[src/rtl/hc595_chain_driver.sv]
// Serialiser for a daisy chain of NUM_CHIPS 74HC595s: takes a parallel frame over
// valid/ready, shifts it out on SH_CP/DS at clk/(2*DIV), then pulses ST_CP.
`timescale 1ns/1ps
module hc595_chain_driver #(
  parameter int NUM_CHIPS    = 2,
  parameter int DIV          = 4,
  parameter int LSB_FIRST    = 0,
  parameter int AUTO_REFRESH = 0
) (
  input  logic                   clk,
  input  logic                   rst,
  input  logic [8*NUM_CHIPS-1:0] data,
  input  logic                   load_valid,
  output logic                   load_ready,
  output logic                   busy,
  output logic                   done,
  output logic                   SH_CP,
  output logic                   ST_CP,
  output logic                   DS,
  output logic                   oe_n
);
  localparam int W  = 8 * NUM_CHIPS;
  localparam int DW = $clog2(DIV) + 1;
  localparam int BW = $clog2(W) + 1;

  typedef enum logic [1:0] {IDLE, SHIFT, LATCH} state_e;

  state_e         state_q;
  logic [W-1:0]   hold_q, shift_q;
  logic           held_q;
  logic [DW-1:0]  div_q;
  logic [BW-1:0]  bit_q;
  logic           phase_q;
  logic           sh_q, st_q, ds_q, done_q, oen_q;

  logic           tick, start_d, first_bit_d, next_bit_d;
  logic [W-1:0]   src_d, shifted_d;
  logic [DW-1:0]  div_d;

  // A fresh load always wins over an auto-refresh of the held frame.
  always_comb begin
    tick        = (div_q == DW'(DIV - 1));
    div_d       = tick ? '0 : div_q + DW'(1);
    start_d     = load_valid || ((AUTO_REFRESH != 0) && held_q);
    src_d       = load_valid ? data : hold_q;
    first_bit_d = (LSB_FIRST != 0) ? src_d[0] : src_d[W-1];
    next_bit_d  = (LSB_FIRST != 0) ? shift_q[1] : shift_q[W-2];
    shifted_d   = (LSB_FIRST != 0) ? (shift_q >> 1) : (shift_q << 1);
  end

  always_ff @(posedge clk or posedge rst) begin
    if (rst) begin
      state_q <= IDLE;
      hold_q  <= '0;
      shift_q <= '0;
      held_q  <= 1'b0;
      div_q   <= '0;
      bit_q   <= '0;
      phase_q <= 1'b0;
      sh_q    <= 1'b0;
      st_q    <= 1'b0;
      ds_q    <= 1'b0;
      done_q  <= 1'b0;
      oen_q   <= 1'b1;
    end else begin
      done_q <= 1'b0;
      case (state_q)
        IDLE: begin
          if (start_d) begin
            hold_q  <= src_d;
            shift_q <= src_d;
            held_q  <= 1'b1;
            bit_q   <= '0;
            div_q   <= '0;
            phase_q <= 1'b0;
            ds_q    <= first_bit_d;
            sh_q    <= 1'b0;
            state_q <= SHIFT;
          end
        end
        SHIFT: begin
          div_q <= div_d;
          if (tick) begin
            if (!phase_q) begin
              sh_q    <= 1'b1;
              phase_q <= 1'b1;
            end else begin
              sh_q    <= 1'b0;
              phase_q <= 1'b0;
              if (bit_q == BW'(W - 1)) begin
                state_q <= LATCH;
              end else begin
                bit_q   <= bit_q + BW'(1);
                shift_q <= shifted_d;
                ds_q    <= next_bit_d;
              end
            end
          end
        end
        LATCH: begin
          div_q <= div_d;
          if (tick) begin
            if (!phase_q) begin
              st_q    <= 1'b1;
              phase_q <= 1'b1;
            end else begin
              // Outputs are enabled only once a complete frame has been latched.
              st_q    <= 1'b0;
              phase_q <= 1'b0;
              done_q  <= 1'b1;
              oen_q   <= 1'b0;
              state_q <= IDLE;
            end
          end
        end
        default: state_q <= IDLE;
      endcase
    end
  end

  assign load_ready = (state_q == IDLE);
  assign busy       = (state_q != IDLE);
  assign done       = done_q;
  assign SH_CP      = sh_q;
  assign ST_CP      = st_q;
  assign DS         = ds_q;
  assign oe_n       = oen_q;
endmodule

[config.mk]
export PLATFORM = sky130hd
export DESIGN_NAME = hc595_chain_driver
export DESIGN_NICKNAME = d
export VERILOG_FILES = /design/src/rtl/hc595_chain_driver.sv
export SDC_FILE = /design/constraint.sdc
export NUM_CORES = 1
export LEC_CHECK = 0
export CELL_PAD_IN_SITES_DETAIL_PLACEMENT = 0
export CELL_PAD_IN_SITES_GLOBAL_PLACEMENT = 2
export CORE_ASPECT_RATIO = 0.7
export CORE_MARGIN = 1.5
export CORE_UTILIZATION = 36
export DETAILED_ROUTE_END_ITERATION = 10
export MAX_ROUTING_LAYER = met4
export PLACE_DENSITY_LB_ADDON = 0.1
export SLEW_MARGIN = 20
export SYNTH_ARGS = -nofsm -noshare
export SYNTH_HDL_FRONTEND = slang
export SYNTH_SLANG_ARGS = --single-unit
[constraint.sdc]
create_clock -name clk -period 5.6 [get_ports clk]
set_input_delay 1.12 -clock clk [delete_from_list [all_inputs] [get_ports clk]]
set_output_delay 1.12 -clock clk [all_outputs]
set_load 0.005 [all_outputs]
==> qor.txt, run 1 <==
Status -> complete, no violations
Effective utilization at floorplan -> 37.8%
Flop and latch count out of synthesis -> 31
Buffers plus inverters on the worst setup path -> 2
Comb power frac -> 41.6%
Min cycle time layout -> 3.22 ns
Std cell rows -> 20
Vertical extent of the die -> 59.6 um
Final standard cell utilization of the core -> 46.9%
Die width -> 83.8 um
Clock network latency to the later pin of the worst-skew pair -> 0.28 ns
Quantity of I/O buffers inserted on ports -> 25
Total die area -> 0.00500 mm^2
Crit path launch -> state_q[1]$_DFFE_PP0P_
DP Wirelength -> 2520 um
Post-synthesis to final-layout area growth -> 24.1%
Largest net degree at the start of global routing -> 32
Portion of the post-synthesis area used by sequential elements -> 47.2%
Synth Instances -> 166
Design internal power -> 0.637 mW
Count of boundary I/O pins -> 26
Total power per unit cell area -> 484 mW/mm^2
Final number of hold-violating endpoints -> 0
Achievable clock frequency -> 311 MHz
Kind of cell adding the most delay to the critical path -> buffers and inverters
Number of instances resized during post-cts repair -> 0
Drt pass-1 iters -> 5
Worst-margin pin slew -> 0.759 ns
Ratio of final minimum period to clock period -> 57.4%
Unrepaired setup endpoints after global routing -> no
Worst slew slack as a fraction of its limit -> 49.4%
Total Routed Length -> 3630 um
Leak -> 0.878 nW
Max-slew violations -> 0
TritonCTS clock tree -> built
Remaining global-route overflow -> 0
Kind of start point of the critical path -> register
Via/cell ratio -> 5.20
Maximum root-to-sink buffer count -> 2
Number of vias after detailed routing -> 1284
Sum of negative setup slack -> 0 ns
Number of maximum-capacitance constraint violations -> 0
Cell chain of the critical path -> inv_1 -> ha_1 -> clkdlybuf4s50_1
Post-route clock skew -> 0.00482 ns
Crit path DAT -> 2.10 ns
Total number of clock tree sinks -> 31
Highest-count cells in the layout ignoring fill and taps -> sky130_fd_sc_hd__dfrtp_1, sky130_fd_sc_hd__clkdlybuf4s50_1, sky130_fd_sc_hd__inv_1
Cell at the root of the clock tree -> sky130_fd_sc_hd__clkbuf_8
Synthesized net count -> 192
Net total in the final layout -> 217
Worst-path maximum fanout -> 21
Kind of critical path -> reg -> out
Largest voltage drop on the vdd net -> 0.000231 V
Setup fix buffers added after clock tree synthesis -> 0
Critical Path Max Stage Delay -> 0.66 ns
Critical hold path startpoint -> div_q[1]$_DFFE_PP0P_
Required time worst endpoint -> 4.48 ns
Commonest non-fill, non-tap cell in the layout -> sky130_fd_sc_hd__dfrtp_1
Starting DRT DRC Count -> 60
Antenna viol nets, final -> 0
Slowest library cell on the worst path -> sky130_fd_sc_hd__ha_1
Remaining routing DRC violations -> 0
Hold WC Path Type -> reg -> reg
Wire length of the first global-routing pass -> 6230 um
Average cell area after synthesis -> 9.92 um^2
Ys Warns -> 0
All-Layer GR Usage -> 17.2%
Number of global-route vias before repair -> 1258
Sequential cell fraction of total power -> 35.4%
Switching part of the total -> 35.6%
Post-DR wirelength/cell -> 14.7 um
Number of antenna diodes -> 0
Depth of the CTS H-tree -> 2
# hold bufs at CTS -> 0
Routability-driven placement congestion ratio -> 0.695
Clock slew seen by the registers of the worst setup and hold paths -> 0.07 ns
Launch point of the worst reg-to-reg path -> bit_q[0]$_DFFE_PP0P_
Clk network pwr share -> 23.0%
Sw power -> 0.352 mW
Setup-failing EPs final -> 0
Core Box Area -> 0.00435 mm^2
Synth unique cells -> 36
Layout cells sized above 1 -> 7.29%
Number of CTS-inserted buffers -> 5
Nature of the critical path endpoint -> primary output
Synthesized cell area -> 0.00165 mm^2
Number of antenna violations at the first check in global routing -> 0
## through the flow
stage	area, um^2	worst slack (ns)	instances	total power [mW]	hold WS [ns]
after floorplan	1650	3.49	166	0.658	0.454
after global placement	1930	2.50	239	0.747	0.467
after detailed placement	1930	2.53	239	0.764	0.476
after CTS	2040	2.39	247	0.996	0.489
after global routing	2040	2.24	247	1.07	0.515
final	2040	2.38	247	0.989	0.484
## worst reg2reg max path, stage by stage (launching register included)
cell,delay [ns]
sky130_fd_sc_hd__dfrtp_1,0.41
sky130_fd_sc_hd__ha_1,0.22
sky130_fd_sc_hd__and3_1,0.15
sky130_fd_sc_hd__ha_1,0.28
sky130_fd_sc_hd__nand2b_1,0.34
sky130_fd_sc_hd__or3_1,0.57
sky130_fd_sc_hd__o22a_1,0.27
sky130_fd_sc_hd__o21a_1,0.10
## routing by layer
layer  track usage (%)  vias up  routed length [um]
li1                  -      649                   -
met1              22.7      606                1880
met2              24.7       22                1560
met3              5.01        7                 142
met4              7.49        0                  48
met5                 -        -                   0
## cell usage after synthesis (all sizes together)
library cell / number / area [um^2]
a21boi: 1 / 7.51
a21o: 3 / 22.5
a21oi: 4 / 23.8
a22o: 2 / 17.5
a2bb2oi: 8 / 70.1
a31oi: 7 / 43.8
and2: 1 / 6.26
and3: 2 / 12.5
and3b: 1 / 8.76
buf: 7 / 47.6
clkbuf: 2 / 7.51
dfrtp: 30 / 751
dfstp: 1 / 26.3
ha: 7 / 87.6
inv: 17 / 63.8
mux2: 1 / 11.3
mux2i: 3 / 30.0
nand2: 5 / 18.8
nand2b: 4 / 25.0
nand3: 4 / 20.0
nand3b: 1 / 7.51
nand4b: 1 / 8.76
nor2: 11 / 41.3
nor2b: 3 / 18.8
nor3: 3 / 15.0
o211ai: 1 / 7.51
o21a: 9 / 67.6
o21ai: 8 / 40.0
o22a: 7 / 61.3
o22ai: 9 / 56.3
or3: 2 / 12.5
or3b: 1 / 8.76
## power by group through the flow
stage / clock network (mW) / logic (mW) / registers (mW)
floorplan: 0 / 0.321 / 0.338
detailed placement: 0 / 0.412 / 0.352
finish: 0.227 / 0.412 / 0.350
global route: 0.251 / 0.463 / 0.361
CTS: 0.233 / 0.414 / 0.348
global placement: 0 / 0.398 / 0.349
## registers in the layout (all words and copies together) (netlist names)
signal,count
oe_n,1
ST_CP,1
done,1
state_q,2
SH_CP,1
phase_q,1
DS,1
div_q,3
bit_q,5
shift_q,15
## cells by family after synthesis
group / synth area share, %
flops: 47.2
fa+ha+maj: 5.32
compound gates: 25.4
buf+inv: 7.22
simple gates: 12.4
mux: 2.51
## worst paths after layout
check | slack, ns | endpoint | depth (start not counted)
max | 2.38 | load_ready | 3
min | 0.48 | div_q[1]$_DFFE_PP0P_ | 2
max reg2reg | 3.15 | shift_q[3]$_DFFE_PP0P_ | 7
min reg2reg | 0.48 | div_q[1]$_DFFE_PP0P_ | 2
max in group asynchronous | 4.06 | oe_n$_DFFE_PP1P_ | 3
min in group asynchronous | 1.22 | ST_CP$_DFFE_PP0P_ | 3
## layout make-up
cell class              instances  area [um^2]
multi-input cells             109          751
well taps                      55         68.8
clock buffers                   6         82.6
fillers                       439         2310
repair buffers                 27          265
clock inverters                 2         35.0
flip-flops and latches         31          777
inverters                      17         63.8
Power figures use the tool's default switching activity.
==> run 2: changes to the inputs <==
--- a/config.mk
+++ b/config.mk
@@ -9,7 +9,7 @@
 export CELL_PAD_IN_SITES_GLOBAL_PLACEMENT = 2
 export CORE_ASPECT_RATIO = 0.7
 export CORE_MARGIN = 1.5
-export CORE_UTILIZATION = 36
+export CORE_UTILIZATION = 33
 export DETAILED_ROUTE_END_ITERATION = 10
 export MAX_ROUTING_LAYER = met4
 export PLACE_DENSITY_LB_ADDON = 0.1
==> constraint.sdc (replaced) <==
create_clock -name clk -period 3.2 [get_ports clk]
set_input_delay 0.64 -clock clk [delete_from_list [all_inputs] [get_ports clk]]
set_output_delay 0.64 -clock clk [all_outputs]
set_load 0.005 [all_outputs]
==> run 2 against run 1 <==
  * Register-to-register slack worse by 2.4 ns
  * Sequential cell count stayed put
  * Setup slack worse by 1.6 ns
  * Wire length rose by 5.5%
==> qor.txt, run 2 (synthesis gave the netlist of run 1 again) <==
Kind of start point of the critical path -> register (unchanged)
Largest registers in the final layout -> shift_q: 15 flops, bit_q: 5 flops, div_q: 3 flops (unchanged)
Starting DRT DRC Count -> 48 (was 60)
Worst slew slack as a fraction of its limit -> 54.9% (was 49.4%)
Tot Pwr -> 1.69 mW (was 0.989 mW)
Ratio of final minimum period to clock period -> 76.8%
Setup fix buffers added after clock tree synthesis -> 0 (unchanged)
Total Routed Length -> 3830 um (was 3630 um)
Worst reg2reg setup slack -> 0.74 ns (was 3.15 ns)
Total number of clock tree sinks -> 31 (unchanged)
Worst-margin pin slew -> 0.676 ns (was 0.759 ns)
Clock slew seen by the registers of the worst setup and hold paths -> 0.07 ns (about the same)
Clock network latency to the later pin of the worst-skew pair -> 0.28 ns (about the same)
Post-route clock skew -> 0.00290 ns (was 0.00482 ns)
Endpoint of the worst hold path -> oe_n$_DFFE_PP1P_ (was div_q[1]$_DFFE_PP0P_)
Crit path DAT -> 2.62 ns (was 2.10 ns)
Final standard cell utilization of the core -> 42.9% (was 46.9%)
Final critical-path setup slack -> 0.744 ns (was 2.38 ns)
Fillcell total -> 477 (was 439)
Nature of the critical path endpoint -> register (was primary output)
Area of combinational cells with multiple inputs -> 751 um^2 (unchanged)
WHS -> 0.486 ns (was 0.484 ns)
Routability-driven placement congestion ratio -> 0.714 (was 0.695)
Final number of hold-violating endpoints -> 0 (unchanged)
Largest register by flop count -> shift_q (unchanged)
Post-synthesis to final-layout area growth -> 24.5% (was 24.1%)
Max reg flops -> 15 (unchanged)
Number of vias after detailed routing -> 1302 (was 1284)
Count of boundary I/O pins -> 26 (unchanged)
Total die area -> 0.00543 mm^2 (was 0.00500 mm^2)
Commonest non-fill, non-tap cell in the layout -> sky130_fd_sc_hd__dfrtp_1 (unchanged)
Sequential cell area -> 777 um^2 (unchanged)
Number of global-route vias before repair -> 1334 (was 1258)
Largest net degree at the start of global routing -> 32 (unchanged)
Number of antenna diodes -> 0 (unchanged)
Quantity of I/O buffers inserted on ports -> 25 (unchanged)
Unrepaired setup endpoints after global routing -> no (unchanged)
Count of cells along the worst hold path -> 1 (was 2)
Max-slew violations -> 0 (unchanged)
Min cycle time layout -> 2.46 ns
Total power per unit cell area -> 822 mW/mm^2 (was 484 mW/mm^2)
Status -> complete, no violations (unchanged)
Number of CTS-inserted buffers -> 5 (unchanged)
Worst-path maximum fanout -> 10 (was 21)
Launch point of the worst reg-to-reg path -> bit_q[0]$_DFFE_PP0P_ (unchanged)
Std cell rows -> 21 (was 20)
Reg-to-reg critical path endpoint -> shift_q[3]$_DFFE_PP0P_ (unchanged)
Core Box Area -> 0.00478 mm^2 (was 0.00435 mm^2)
Wire length of the first global-routing pass -> 6540 um (was 6230 um)
Kind of critical path -> reg -> reg (was reg -> out)
Antenna viol nets, final -> 0 (unchanged)
TritonCTS clock tree -> built (unchanged)
Effective utilization at floorplan -> 34.4% (was 37.8%)
# hold bufs at CTS -> 0 (unchanged)
Setup-failing EPs final -> 0 (unchanged)
Highest-count cells in the layout ignoring fill and taps -> sky130_fd_sc_hd__dfrtp_1, sky130_fd_sc_hd__clkdlybuf4s50_1, sky130_fd_sc_hd__inv_1 (unchanged)
DP Wirelength -> 2660 um (was 2520 um)
Remaining global-route overflow -> 0 (unchanged)
Die width -> 87.4 um (was 83.8 um)
Via/cell ratio -> 4.97 (was 5.20)
Cell at the root of the clock tree -> sky130_fd_sc_hd__clkbuf_8 (unchanged)
Drt pass-1 iters -> 4 (was 5)
Number of instances resized during post-cts repair -> 0 (unchanged)
Vertical extent of the die -> 62.1 um (was 59.6 um)
Layout cells sized above 1 -> 7.25% (was 7.29%)
Number of maximum-capacitance constraint violations -> 0 (unchanged)
Critical hold path startpoint -> oe_n$_DFFE_PP1P_ (was div_q[1]$_DFFE_PP0P_)
Depth of the CTS H-tree -> 2 (unchanged)
Required time worst endpoint -> 3.36 ns (was 4.48 ns)
All-Layer GR Usage -> 15.7% (was 17.2%)
Leak -> 0.873 nW (was 0.878 nW)
Net total in the final layout -> 218 (was 217)
Sum of negative setup slack -> 0 ns (unchanged)
Minimum setup slack after placement -> 0.500 ns (was 2.53 ns)
Remaining routing DRC violations -> 0 (unchanged)
Achievable clock frequency -> 407 MHz
Number of cell instances on the worst register-to-register path -> 7 (unchanged)
Post-DR wirelength/cell -> 14.6 um (was 14.7 um)
Largest voltage drop on the vdd net -> 0.000293 V (was 0.000231 V)
Hold WC Path Type -> reg -> reg (unchanged)
Number of antenna violations at the first check in global routing -> 0 (unchanged)
Maximum root-to-sink buffer count -> 2 (unchanged)
-- run 2: changes by cell type in the layout (fill, tap and decap cells not counted) --
cell,delta
sky130_fd_sc_hd__buf_4,+1
sky130_fd_sc_hd__bufinv_16,-1
sky130_fd_sc_hd__clkbuf_1,+1
sky130_fd_sc_hd__clkbuf_8,+1
sky130_fd_sc_hd__clkinv_2,-1
-- run 2: stage by stage --
stage | std cells | area [um^2]
after floorplan | 166 | 1650
after global placement | 254 | 1950
after detailed placement | 254 | 1950
after CTS | 262 | 2050
after global routing | 262 | 2050
final | 262 | 2050
-- run 2: where the power goes --
group / internal [mW] / switching [mW] / total, mW
Clock: 0.196 / 0.145 / 0.341
Combinational: 0.350 / 0.385 / 0.735
Sequential: 0.520 / 0.0900 / 0.610
-- run 2: layout make-up --
cell class	count	share of cell area, %
sequential	31	37.9
inverter	17	3.11
tap	69	4.21
timing repair buffer	28	13.3
clock buffer	8	4.88
multi-input combinational	109	36.6
-- run 2: how the worst max path moves through the flow --
| stage | start | endpoint | cells past startpoint |
|---|---|---|---|
| 2_1_floorplan | bit_q[0]$_DFFE_PP0P_ | shift_q[1]$_DFFE_PP0P_ | 9 |
| 3_3_place_gp | load_valid | shift_q[6]$_DFFE_PP0P_ | 5 |
| 3_5_place_dp | load_valid | shift_q[3]$_DFFE_PP0P_ | 5 |
| 4_1_cts | bit_q[0]$_DFFE_PP0P_ | shift_q[3]$_DFFE_PP0P_ | 7 |
| 5_1_grt | bit_q[0]$_DFFE_PP0P_ | shift_q[7]$_DFFE_PP0P_ | 7 |
| 6_report | bit_q[0]$_DFFE_PP0P_ | shift_q[3]$_DFFE_PP0P_ | 7 |
-- run 2: critical path, cell delays in order, from the launching register on --
cell,delay (ns)
sky130_fd_sc_hd__dfrtp_1,0.40
sky130_fd_sc_hd__ha_1,0.22
sky130_fd_sc_hd__and3_1,0.15
sky130_fd_sc_hd__ha_1,0.29
sky130_fd_sc_hd__nand2b_1,0.33
sky130_fd_sc_hd__or3_1,0.58
sky130_fd_sc_hd__o22a_1,0.28
sky130_fd_sc_hd__o21a_1,0.11
-- run 2: routing by layer --
layer | part of all wire [%] | wire (um) | GRT usage (%)
met5 | 0 | 0 | -
met4 | 0.63 | 24 | 3.57
met3 | 3.1 | 120 | 4.12
met2 | 44 | 1680 | 23.2
met1 | 52 | 2010 | 21.7
